File: config.mk
export PLATFORM = sky130hd
export DESIGN_NAME = mem_port_arbiter
export DESIGN_NICKNAME = d
export VERILOG_FILES = /design/src/rtl/mem_port_arbiter.sv
export SDC_FILE = /design/constraint.sdc
export NUM_CORES = 1
export LEC_CHECK = 0
export CAP_MARGIN = 40
export CELL_PAD_IN_SITES_DETAIL_PLACEMENT = 1
export CELL_PAD_IN_SITES_GLOBAL_PLACEMENT = 2
export CORE_UTILIZATION = 28
export CTS_CLUSTER_SIZE = 16
export DETAILED_ROUTE_END_ITERATION = 10
export PLACE_DENSITY = 0.86
export SLEW_MARGIN = 20
export SYNTH_ARGS = -nofsm -noshare
export SYNTH_HDL_FRONTEND = slang
export SYNTH_SLANG_ARGS = --single-unit
File: constraint.sdc
create_clock -name clock -period 2.67 [get_ports clock]
set_input_delay 0.534 -clock clock [delete_from_list [all_inputs] [get_ports clock]]
set_output_delay 0.534 -clock clock [all_outputs]
set_load 0.01 [all_outputs]
File: src/rtl/mem_port_arbiter.sv
// mem_port_arbiter
//   Shares one byte-wide main-memory port between two line requesters.
//   Port 0 is the data cache controller and port 1 is the instruction fill / DMA.
//   Each request moves one cache line of BLOCKSIZE byte beats, either as a fill or as a writeback.
//   Ties are broken round-robin.
//
// Ports
//   clock, reset             rising-edge clock; asynchronous active-low reset
//   req*/we*/addr*/wdata*    per-port line request, direction, line address, writeback line
//   rdata*                   filled line; loaded in the ack cycle, held until the next fill
//   ack*/err*                one-cycle completion / timeout-abort pulses
//   busy                     high from the grant cycle through the ack/err cycle
//   addr_mem, read_mem_enable, write_mem_enable, wdata_mem
//                            beat request to main memory
//   rdata_mem, ready_memory  beat response; a beat completes when ready_memory is high
module mem_port_arbiter #(
   parameter int AWIDTH    = 16,
   parameter int DATAWIDTH = 8,
   parameter int BLOCKSIZE = 4,
   parameter int TIMEOUT   = 255
) (
   input  logic                           clock,
   input  logic                           reset,
   input  logic                           req0,
   input  logic                           req1,
   input  logic                           we0,
   input  logic                           we1,
   input  logic [AWIDTH-1:0]              addr0,
   input  logic [AWIDTH-1:0]              addr1,
   input  logic [DATAWIDTH*BLOCKSIZE-1:0] wdata0,
   input  logic [DATAWIDTH*BLOCKSIZE-1:0] wdata1,
   output logic [DATAWIDTH*BLOCKSIZE-1:0] rdata0,
   output logic [DATAWIDTH*BLOCKSIZE-1:0] rdata1,
   output logic                           ack0,
   output logic                           ack1,
   output logic                           err0,
   output logic                           err1,
   output logic                           busy,
   output logic [AWIDTH-1:0]              addr_mem,
   output logic                           read_mem_enable,
   output logic                           write_mem_enable,
   output logic [DATAWIDTH-1:0]           wdata_mem,
   input  logic [DATAWIDTH-1:0]           rdata_mem,
   input  logic                           ready_memory
);

   localparam int LW = DATAWIDTH * BLOCKSIZE;
   localparam int BW = (BLOCKSIZE > 1) ? $clog2(BLOCKSIZE) : 1;
   localparam int TW = $clog2(TIMEOUT + 1);

   localparam logic [1:0] IDLE  = 2'd0;
   localparam logic [1:0] BEAT  = 2'd1;
   localparam logic [1:0] DONE  = 2'd2;
   localparam logic [1:0] ABORT = 2'd3;

   logic [1:0]        state_q;
   logic              port_q;
   logic              rr_q;        // port that wins the next tie
   logic              holdoff_q;   // first IDLE cycle after DONE/ABORT ignores req
   logic [BW-1:0]     beat_q;
   logic [TW-1:0]     wait_q;

   logic [AWIDTH-1:0] base_q;
   logic              we_q;
   logic [LW-1:0]     wdata_q;
   logic [LW-1:0]     line_q;
   logic [LW-1:0]     line_nxt;

   logic              in_beat;
   logic              grant_any;
   logic              grant_port;
   logic              last_beat;
   logic              unused_addr_lsbs;

   // Line offset bits are dropped when forming the aligned base.
   assign unused_addr_lsbs = ^{addr0[BW-1:0], addr1[BW-1:0]};

   assign in_beat    = (state_q == BEAT);
   // Gated by reset so busy is 0 while reset is held, even with a request pending.
   assign grant_any  = reset && (state_q == IDLE) && !holdoff_q && (req0 || req1);
   assign grant_port = (req0 && req1) ? rr_q : req1;
   assign last_beat  = (beat_q == BW'(BLOCKSIZE - 1));

   // Current line with this beat's read byte merged in, so the final beat can
   // load the port's rdata directly on its completing edge.
   always_comb begin
      line_nxt = line_q;
      line_nxt[beat_q*DATAWIDTH +: DATAWIDTH] = rdata_mem;
   end

   always_ff @(posedge clock or negedge reset) begin
      if (!reset) begin
         state_q   <= IDLE;
         port_q    <= 1'b0;
         rr_q      <= 1'b0;
         holdoff_q <= 1'b0;
         beat_q    <= '0;
         wait_q    <= '0;
         rdata0    <= '0;
         rdata1    <= '0;
      end else begin
         case (state_q)
            IDLE: begin
               if (holdoff_q) begin
                  holdoff_q <= 1'b0;
               end else if (grant_any) begin
                  port_q  <= grant_port;
                  rr_q    <= ~grant_port;
                  beat_q  <= '0;
                  wait_q  <= '0;
                  state_q <= BEAT;
               end
            end
            BEAT: begin
               if (ready_memory) begin
                  wait_q <= '0;
                  if (last_beat) begin
                     state_q <= DONE;
                     if (!we_q) begin
                        if (port_q) rdata1 <= line_nxt;
                        else        rdata0 <= line_nxt;
                     end
                  end else begin
                     beat_q <= beat_q + BW'(1);
                  end
               end else if (wait_q == TW'(TIMEOUT - 1)) begin
                  // TIMEOUT-th consecutive stalled cycle; the partial line is dropped.
                  state_q <= ABORT;
               end else begin
                  wait_q <= wait_q + TW'(1);
               end
            end
            DONE, ABORT: begin
               state_q   <= IDLE;
               holdoff_q <= 1'b1;
            end
            default: state_q <= IDLE;
         endcase
      end
   end

   always_ff @(posedge clock) begin
      if (grant_any) begin
         if (grant_port) begin
            base_q  <= {addr1[AWIDTH-1:BW], {BW{1'b0}}};
            we_q    <= we1;
            wdata_q <= wdata1;
         end else begin
            base_q  <= {addr0[AWIDTH-1:BW], {BW{1'b0}}};
            we_q    <= we0;
            wdata_q <= wdata0;
         end
      end
      if (in_beat && ready_memory && !we_q) begin
         line_q <= line_nxt;
      end
   end

   // Base is line-aligned, so base + beat never carries out of the line.
   assign addr_mem         = in_beat ? (base_q + AWIDTH'(beat_q)) : '0;
   assign read_mem_enable  = in_beat && !we_q;
   assign write_mem_enable = in_beat && we_q;
   assign wdata_mem        = (in_beat && we_q) ? wdata_q[beat_q*DATAWIDTH +: DATAWIDTH] : '0;

   assign ack0 = (state_q == DONE)  && !port_q;
   assign ack1 = (state_q == DONE)  &&  port_q;
   assign err0 = (state_q == ABORT) && !port_q;
   assign err1 = (state_q == ABORT) &&  port_q;
   assign busy = (state_q != IDLE) || grant_any;

endmodule

==> summary.txt <==
Logic synthesis
  – Synthesized net count: 701
  – FFs w/ async S/R, synth: 50.0%
  – Mean Syn Cell Area: 12.1 um^2
  – Post-synthesis cell count: 582
  – Cell taking the most area after synthesis: edfxtp_1
  – Synthesized flop and latch total: 158
  – Top cells by area, synth: edfxtp_1 (34%), dfrtp_1 (28%), mux2_2 (7.6%), a21oi_1 (4.1%), nor2b_1 (3.1%)
  – Synth Cell Area: 7070 um^2
  – Sequential fraction of the synthesis area: 61.5%
  – Synth top area share: 33.6%
  – Most used DFF post-synth: edfxtp_1
  – Netlist cell types: 48
  – Synthesis Warnings: 0
  – EDFF count, synth: 79

Floorplan
  – Core area: 24500 um^2
  – DIE AREA: 25900 um^2
  – I/O pin count: 206
  – Std-Cell Rows: 57
  – Die height: 161 um
  – Starting density of the core: 28.8%
  – Die X: 161 um

Final layout
  – Layout area overhead: 44.2%
  – # nets final: 913
  – Final core utilization: 41.5%
  – Leading cell type in the layout, fill and taps excluded: clkdlybuf4s50_1
  – FILL cells: 2665
  – ANT cells: 0
  – Register area: 4350 um^2
  – Finished Layout Cells: 1131
  – Commonest non-fill, non-tap cells in the layout: clkdlybuf4s50_1 (192), edfxtp_1 (79), dfrtp_1 (79)
  – Multi-input gate area: 2460 um^2
  – Ratio of cells with drive above 1 in the final layout: 16.0%

STA
  – Worst-margin pin slew: 0.768 ns
  – RSZ-0062 raised after global routing: no
  – Clock Skews: 0.0132 ns
  – Pins Over Slew Limit: 0
  – Max_slew headroom: 48.6%
  – Setup violators final: 0
  – Tmin final: 2.58 ns
  – Final Hold Viols: 0
  – TNS Setup: 0 ns
  – Hold slack: 0.217 ns
  – Max frequency: 388 MHz
  – Final worst-path cycle share: 96.5%

Hold path
  – HP Class: input pin to async pin

Routing
  – Number of routed nets with antenna violations: 0
  – WL final: 19200 um
  – DR pass1 iterations: 4
  – 1st-iter DRT viols: 180
  – Met3 wire length: 1580 um
  – Top layer in use: met4
  – DRT met1 WL: 8380 um
  – Via density: 4.54
  – DR WL/cell: 17.0 um
  – Vias: 5132
  – DRC viols: 0
  – Met2 routed WL: 8970 um

Power
  – Register share of total power: 37.1%
  – Power Total: 10.0 mW
  – Pwr per Cell Area: 982 nW/um^2
  – Switching Fraction: 32.6%
  – Pint: 6.75 mW
  – Clock network fraction of total power: 24.1%
  – Peak supply drop: 0.000334 V
  – Psw: 3.26 mW
  – Power share of the combinational group: 38.8%
  – LEAKAGE: 4.08 nW

Placed design
  – # port buffers: 201
  – GP Congestion: 0.744
  – Dpl hpwl: 13800 um
  – Placed Cells: 1098

Clocking
  – CTS clk-pin slew, worst paths: 0.06 ns
  – Clk sinks: 158
  – CTS tree: done
  – Root Buffer Master: clkbuf_16
  – TritonCTS Buffers: 17
  – Post_cts resized: 11
  – Setup bufs post-CTS: 0
  – H-tree levels: 4
  – CTS Hold Bufs: 0
  – Max Root-Sink Buffers: 2
  – Later-pin clock latency in the skew report: 0.43 ns

GRT
  – Global route overflow: 0
  – Vias in the first global route: 5519
  – Total GRT Usage: 15.6%
  – Largest net degree at the start of global routing: 65
  – Initial antenna violation count: 0
  – First-pass GRT wire length: 31000 um

Run
  – Maxcap violations: 0

Setup path
  – Startpoint Class: input pin
  – Crit. Startpoint: req0
  – Required @ worst endpoint: 2.14 ns
  – Worst r2r src: beat_q[0]
  – CP arrival: 2.04 ns
  – Max FO, Critical Path: 3
  – Worst setup EP type: primary output
  – Critical path class: input pin to primary output

Run status
  – Status: completed
[worst paths after layout]
check / to / slack, ns / cells after the start
min in group clock: rdata1[30] / 0.48 / 2
worst max-delay path: busy / 0.09 / 4
max in group asynchronous: rdata0[6] / 1.49 / 3
worst min-delay path: rdata0[19] / 0.22 / 2
worst min register to register: rdata1[30] / 0.48 / 2
worst max register to register: rdata0[17] / 0.42 / 7
[sequential cells by signal, indices dropped and copies added (netlist names), 2 cells and up]
register and count:
line_q 32, rdata0 32, rdata1 32, wdata_q 32
base_q 14, wait_q 8, beat_q 2, state_q 2
[synth_stat cells (all sizes together) (2+ instances only)]
master   n
a21oi   66
a22oi    2
a41oi    2
and2    21
and3    11
and4     2
buf     13
clkbuf  16
dfrtp   79
edfxtp  79
ha       8
inv     39
mux2    48
mux2i    3
mux4     8
nand2   40
nand3    6
nand3b   2
nor2    38
nor2b   35
nor3     3
nor3b    4
nor4b    2
o21ai   36
o22ai    2
o31ai    2
or2      2
or4      2
[cell families (layout without fill, tap and decap cells)]
| family | Yosys count | count (layout) | share of synthesized area, % |
|---|---|---|---|
| multiplexers | 59 | 59 | 10.6 |
| adder cells (fa/ha/maj) | 8 | 8 | 1.42 |
| AO/OA/AOI/OAI | 118 | 118 | 9.38 |
| buffers and inverters | 68 | 293 | 4.02 |
| flip-flops | 158 | 158 | 61.5 |
| AND/OR/NAND/NOR | 171 | 171 | 13.0 |
[power by group through the flow]
stage               registers (mW)  logic, mW  clock network [mW]
finish                        3.71       3.88                2.41
CTS                           3.73       3.98                2.50
global placement              3.74       3.87                   0
detailed placement            3.77       3.97                   0
floorplan                     3.89       1.74                   0
global route                  3.81       4.30                2.58
[per-layer routing]
metal | vias to the layer above | track usage (%)
met1 | 2470 | 19.4
met4 | 0 | 4.67
met3 | 18 | 6.04
met2 | 177 | 24.9
li1 | 2467 | -
met5 | - | 0
[area by class of cell]
class / count / share of cell area [%]
Clock buffer: 22 / 5.08
Sequential cell: 158 / 42.7
Clock inverter: 10 / 0.712
Multi-Input combinational cell: 356 / 24.1
Timing Repair Buffer: 222 / 22.0
Inverter: 39 / 1.44
Tap cell: 324 / 3.98
[critical path, stage by stage]
cell and delay (ns):
clkdlybuf4s50_1 0.43, or2_1 0.25, a211o_1 0.32, clkdlybuf4s50_1 0.50
[stage by stage]
| stage | cell area [um^2] | setup WS, ns |
|---|---|---|
| 6_report | 10200 | 0.0923 |
| 5_1_grt | 10200 | 0.0338 |
| 4_1_cts | 10200 | 0.0615 |
| 3_5_place_dp | 9590 | 0.0648 |
| 3_3_place_gp | 9590 | 0.0616 |
| 2_1_floorplan | 7070 | 0.487 |
Note: power is estimated with default switching activity, not from simulation.
